===== src/rtl/id_ex_pipe_reg.sv =====
// rtl/id_ex_pipe_reg.sv - ID to EX pipeline register with valid/ready handshake, flush and optional skid entry
//
// Purpose:
//   Carries the decode bundle from the ID stage to the EX stage. Main entry M
//   drives the outputs. With SKID_EN=1 a second entry S absorbs the bundle
//   accepted while EX stalls, so o_ready comes straight from a flop. With
//   SKID_EN=0 only M exists and o_ready depends combinationally on i_ready.
//   An empty M presents a canonical NOP bubble to EX.
//
// Ports:
//   clk, rst_n          clock (rising edge), asynchronous active-low reset
//   i_flush             synchronous kill of all held entries
//   i_valid / o_ready   upstream handshake from ID
//   o_valid / i_ready   downstream handshake to EX
//   i_* / o_*           decode bundle payload (controls, operands, PC, regs, CSR)
//   o_count             number of entries held (0..2)

module id_ex_pipe_reg #(
   parameter int          XLEN     = 32,
   parameter int          REG_AW   = 5,
   parameter int          CSR_AW   = 12,
   parameter bit          SKID_EN  = 1'b1,
   parameter logic [31:0] NOP_INST = 32'h00000013
) (
   input  logic              clk,
   input  logic              rst_n,
   input  logic              i_flush,
   input  logic              i_valid,
   output logic              o_ready,
   input  logic              i_mem_enable,
   input  logic              i_reg_we,
   input  logic              i_csr_we,
   input  logic [XLEN-1:0]   i_op1,
   input  logic [XLEN-1:0]   i_op2,
   input  logic [XLEN-1:0]   i_op1_jump,
   input  logic [XLEN-1:0]   i_op2_jump,
   input  logic [XLEN-1:0]   i_inst_addr,
   input  logic [XLEN-1:0]   i_reg1_data,
   input  logic [XLEN-1:0]   i_reg2_data,
   input  logic [XLEN-1:0]   i_csr_rdata,
   input  logic [31:0]       i_inst,
   input  logic [REG_AW-1:0] i_reg_wr_addr,
   input  logic [CSR_AW-1:0] i_csr_wr_addr,
   output logic              o_valid,
   input  logic              i_ready,
   output logic              o_mem_enable,
   output logic              o_reg_we,
   output logic              o_csr_we,
   output logic [XLEN-1:0]   o_op1,
   output logic [XLEN-1:0]   o_op2,
   output logic [XLEN-1:0]   o_op1_jump,
   output logic [XLEN-1:0]   o_op2_jump,
   output logic [XLEN-1:0]   o_inst_addr,
   output logic [XLEN-1:0]   o_reg1_data,
   output logic [XLEN-1:0]   o_reg2_data,
   output logic [XLEN-1:0]   o_csr_rdata,
   output logic [31:0]       o_inst,
   output logic [REG_AW-1:0] o_reg_wr_addr,
   output logic [CSR_AW-1:0] o_csr_wr_addr,
   output logic [1:0]        o_count
);

   localparam int PW = 3 + 8*XLEN + 32 + REG_AW + CSR_AW;

   logic [PW-1:0] in_p;
   logic [PW-1:0] m_p;
   logic [PW-1:0] out_p;
   logic [PW-1:0] bubble;
   logic          m_v;
   logic          s_v;
   logic          in_fire;
   logic          out_fire;

   assign in_p = {i_mem_enable, i_reg_we, i_csr_we,
                  i_op1, i_op2, i_op1_jump, i_op2_jump, i_inst_addr,
                  i_reg1_data, i_reg2_data, i_csr_rdata,
                  i_inst, i_reg_wr_addr, i_csr_wr_addr};

   // Bubble: every field zero except the instruction word, which is the NOP.
   assign bubble = {{(3 + 8*XLEN){1'b0}}, NOP_INST, {(REG_AW + CSR_AW){1'b0}}};

   // Masking is purely combinational on m_v so stale payload never leaks to EX.
   assign out_p = m_v ? m_p : bubble;

   assign {o_mem_enable, o_reg_we, o_csr_we,
           o_op1, o_op2, o_op1_jump, o_op2_jump, o_inst_addr,
           o_reg1_data, o_reg2_data, o_csr_rdata,
           o_inst, o_reg_wr_addr, o_csr_wr_addr} = out_p;

   assign o_valid  = m_v;
   assign in_fire  = i_valid & o_ready;
   assign out_fire = m_v & i_ready;
   assign o_count  = {1'b0, m_v} + {1'b0, s_v};

   generate
      if (SKID_EN) begin : g_skid
         logic [PW-1:0] s_p;
         logic          s_vq;

         // Ready is the inverse of a flop: no path from i_ready to o_ready.
         assign s_v     = s_vq;
         assign o_ready = ~s_vq;

         always_ff @(posedge clk or negedge rst_n) begin
            if (!rst_n) begin
               m_v  <= 1'b0;
               s_vq <= 1'b0;
               m_p  <= '0;
               s_p  <= '0;
            end else if (i_flush) begin
               m_v  <= 1'b0;
               s_vq <= 1'b0;
            end else if (!m_v || out_fire) begin
               if (s_vq) begin
                  // S is older than anything arriving now; it moves up first.
                  // o_ready is low while S is full, so no input lands this edge.
                  m_p  <= s_p;
                  m_v  <= 1'b1;
                  s_vq <= 1'b0;
               end else if (in_fire) begin
                  m_p <= in_p;
                  m_v <= 1'b1;
               end else begin
                  m_v <= 1'b0;
               end
            end else if (in_fire) begin
               // EX stalled with M occupied: park the new bundle in S.
               s_p  <= in_p;
               s_vq <= 1'b1;
            end
         end
      end else begin : g_flat
         assign s_v     = 1'b0;
         assign o_ready = ~m_v | i_ready;

         always_ff @(posedge clk or negedge rst_n) begin
            if (!rst_n) begin
               m_v <= 1'b0;
               m_p <= '0;
            end else if (i_flush) begin
               m_v <= 1'b0;
            end else if (in_fire) begin
               m_p <= in_p;
               m_v <= 1'b1;
            end else if (out_fire) begin
               m_v <= 1'b0;
            end
         end
      end
   endgenerate

endmodule

===== config.mk =====
export PLATFORM = sky130hd
export DESIGN_NAME = id_ex_pipe_reg
export DESIGN_NICKNAME = d
export VERILOG_FILES = /design/src/rtl/id_ex_pipe_reg.sv
export SDC_FILE = /design/constraint.sdc
export NUM_CORES = 1
export LEC_CHECK = 0
export CAP_MARGIN = 20
export CORE_ASPECT_RATIO = 1.5
export CORE_UTILIZATION = 42
export DETAILED_ROUTE_END_ITERATION = 10
export HOLD_SLACK_MARGIN = 0.02
export MAX_ROUTING_LAYER = met4
export PLACE_DENSITY_LB_ADDON = 0.12
export SYNTH_ARGS = -nofsm -noshare
export SYNTH_HDL_FRONTEND = slang
export SYNTH_SLANG_ARGS = --single-unit

===== constraint.sdc =====
create_clock -name clk -period 4.5 [get_ports clk]
set_input_delay 0.9 -clock clk [delete_from_list [all_inputs] [get_ports clk]]
set_output_delay 0.9 -clock clk [all_outputs]
set_load 0.1 [all_outputs]

[After elaboration in Yosys (flattened, before gate mapping)]
Index checks and enable logic that the tools add are counted.
Storage, ports and cells
  flip-flop bits (word level): 618
  bits of input ports: 313
  output and inout port bits: 312
Operators by class
  $add $sub $neg: 1
  multiplexer cells: 10
  bitwise logic cells: 5
  reductions and logical operators: 7
Operators by type and width (count)
  $mux 308: 3
  $mux 1: 7
  $reduce_and 3->1: 2
  $reduce_bool 2->1: 2
  $not 1->1: 3
  $reduce_bool 3->1: 1
  $add 1x1->2: 1
  $and 1x1->1: 2
  $logic_not 1->1: 1
  $logic_or 1x1->1: 1

[Logic depth before layout (Yosys ltp)]
  word-level depth: 6
  mapped depth: 7

[Least setup slack after synthesis]
No wires, ideal clock.
  path kind: flip-flop to output port
  start: register m_v, in the netlist o_valid
  end: output port o_op1[0]
  arrival: 2543 ps
  required time: 3600 ps
  path slack: 1057 ps
  stages on the path, launching flop included: 5
  path buffers: 3
  cell sequence: dfrtp_1 > clkbuf_1 > clkbuf_1 > clkbuf_1 > and2_1
On the way
  cells in the longest elaborated chain, start to end: 1
Ends and longest elaborated chain
  from (decl): RTL line 69  | logic m_v;
  from (signal assigned): RTL line 106  | m_v <= 1'b0;
  from (signal assigned): RTL line 111  | m_v <= 1'b0;
  from (signal assigned): RTL line 118  | m_v <= 1'b1;
  $mux 308: RTL line 83  | assign out_p = m_v ? m_p : bubble;
  to (decl): RTL line 49  | output logic [XLEN-1:0] o_op1,
Every way passes these cells.

[Worst setup path in the final report]
  start: register m_v, in the netlist o_valid
  end: output port o_inst[4]
On the way
  cells in the longest elaborated chain, start to end: 1
Ends and longest elaborated chain
  $mux 308: RTL line 83
  to (decl): RTL line 57  | output logic [31:0] o_inst,
Every way passes these cells.

==> results by group <==
Power
  • Power per cell area: 463 mW/mm^2
  • Leak Pwr: 0.0172 uW
  • Peak supply drop: 0.337 mV

Cells and area
  • Commonest non-fill, non-tap cell in the layout: dfrtp_1
  • Most frequent cells in the layout: dfrtp_1 (616), mux2_2 (613), buf_4 (326)
  • Nets: 2,894
  • P&R area growth vs syn: 27.8%
  • Fill cells: 5,833
  • Layout cells sized above 1: 48.3%

Route
  • DR pass1 iterations: 4
  • DRC viols: 0
  • Wire per inst: 21.8 um
  • Vias post-DR: roughly 18,000
  • Initial DRC Count: between 800 and 900
  • Antenna Nets Post-Route: 0
  • Post-Route WL: 77.5 mm
  • Via density: 5.01

Critical path
  • CP bufs+invs: 1
  • CP Capture Type: output pin
  • Top Family by Delay on Critical Path: buffers and inverters
  • CP max stage delay: 1190 ps
  • Critical path start-end classification: reg -> out
  • Crit-path max FO: 18
  • Setup crit start: o_valid
  • Worst R2R Start: o_valid
  • CP cell instances: nand2b_1, clkdlybuf4s50_1
  • Worst EP arrival: 2510 ps
  • Crit start category: flip-flop
  • Critical Path RT: 3600 ps
  • Critical path's slowest cell: clkdlybuf4s50_1

Logic synthesis
  • Synth Register Bits: 618
  • Count of different cell masters after synthesis: 20
  • Synth Cell Area: 0.0296 sq mm
  • Compound-Gate Fraction of Synth Area: less than 1%
  • Post-synthesis simple-gate area fraction: 6.66%
  • Main combinational cell family by area after synthesis: multiplexers
  • Post-Synth Adder-Cell Area: 0.0422%
  • Cells after Synth: 1,997
  • YS warnings: 0
  • Synth Net Count: 2,311
  • Sequential share of the synthesized area: 52.2%
  • Synth Area per Inst: between 10 and 15 sq um
  • Synth Area in XOR/XNOR: 0%
  • Post-synthesis mux area share: between 30 and 40%

Die
  • Die H: 327 um
  • Die Wd: 219 um
  • DIE AREA: 0.0716 sq mm
  • Initial Util: a little over two fifths
  • Core Region: 0.0694 sq mm
  • Site Rows: 118
  • I/O Pins: about 630

Global routing
  • First-pass GRT wire length: 118 mm
  • GRT Overall Usage: 22.0%
  • Grt ovf: 0
  • Pin count of the biggest net entering global routing: 162
  • Initial antenna violation count: 23
  • Vias in the first global route: 19,600

Timing
  • Worst-Margin Slew: 1130 ps
  • RSZ-0062 raised after global routing: false
  • Final Slew Violations: 0
  • Setup violations, final: 0
  • Fin crit share: between 70% and 80%
  • Final hold vios: 0
  • Final Critical Period: 3410 ps
  • Fmax: a little under 0.3 GHz
  • Slew headroom: 24.5%
  • Fin Setup TNS: 0 ps
  • Post-route setup slack: 1090 ps
  • Clk_skew: roughly 13 ps

Job
  • Max-cap violations: 0

Placement
  • IO buf count: 624
  • HPWL after DPL: a little over 50 mm
  • Placer congestion estimate: 0.794
  • Dpl ws: 1350 ps

CTS
  • Post-CTS resize count: 0
  • Cts bufs inserted: 61
  • CTS Buffer Depth: 3
  • Root Buffer: clkbuf_16
  • Clock latency on the worst-skew pair: 620 ps
  • Clk slew on worst S/H paths: roughly 60 ps
  • CTS tree: built
  • Hold buffers post-CTS: 0
  • Setup Fix Bufs, Post-CTS: 0
  • Htree depth: 2
  • Clock sinks: 618

Run status
  • Status: finished clean

Worst hold path
  • Hold Crit Class: in -> async
area by class of cell:
cell class	instances	area (sq um)	share of cell area, %
Clock buffer	93	1840	4.85
Tap cell	900	1130	2.97
Clock inverter	17	238	0.628
Sequential cell	618	15500	40.9
Multi-Input combinational cell	1241	13200	34.9
Antenna cell	25	62.6	0.165
Inverter	1	3.75	0.00991
Timing Repair Buffer	657	5930	15.6
layer usage:
metal	share of wire (%)	routed length [um]	vias to the layer above	GRT usage, %
met5	0	0	-	-
met4	2.4	1900	0	7.62
met3	9.3	7190	91	8.25
met2	48	37300	494	34.7
met1	40	31100	9058	25.7
li1	-	-	8150	-
path summary, 6_finish.rpt:
check | endpoint | slack [ps] | cells after the start
max | o_inst[4] | 1090 | 2
min | m_p[43] | 250 | 1
max reg2reg | m_p[223] | 1550 | 5
min reg2reg | m_p[139] | 480 | 1
max in group asynchronous | g_skid.s_p[251] | 3060 | 3
min in group clk | m_p[139] | 480 | 1
cell families after synthesis:
| group | after synthesis |
|---|---|
| mux | 924 |
| flops | 618 |
| simple gates | 315 |
| buf+inv | 138 |
| compound gates | 1 |
| fa+ha+maj | 1 |
Yosys cell counts (all sizes together):
| cell | number | share of area (%) |
|---|---|---|
| inv | 1 | 0.013 |
| nor2b | 1 | 0.030 |
| nor2 | 2 | 0.034 |
| clkbuf | 36 | 0.46 |
| nand3 | 1 | 0.017 |
| a21oi | 1 | 0.017 |
| mux2 | 924 | 38 |
| buf | 101 | 2.8 |
| and2 | 305 | 6.4 |
| nor3 | 2 | 0.051 |
| ha | 1 | 0.042 |
| nand2b | 4 | 0.084 |
| dfrtp | 618 | 52 |
per-stage QoR:
stage	utilization, %	std cells	cell area (sq um)	power (uW)	hold WS (ps)
final	54.6	3552	37900	17500	255
after detailed placement	51.5	3417	35700	12300	467
after global placement	51.5	3417	35700	12100	460
after CTS	54.5	3527	37800	17800	293
after floorplan	-	1997	29600	11000	450
after global routing	54.6	3550	37900	18300	309
registers in the layout, indices dropped and copies added, names as in the netlist:
signal       count
o_valid          1
m_p            308
g_skid.s_p     308
g_skid.s_vq      1
report_power, final:
group | internal [uW] | switching, uW | total (uW)
logic | 2030 | 2790 | 4810
clock network | 3130 | 2200 | 5330
registers | 6790 | 597 | 7390
total | 12000 | 5580 | 17500
worst register-to-register path: stages, from the launching register on:
cell,delay (ps)
dfrtp_4,580
buf_12,280
nor2b_2,370
nor3_4,250
buf_12,580
mux2_2,770
No activity file was read; power rests on OpenSTA's default activity.
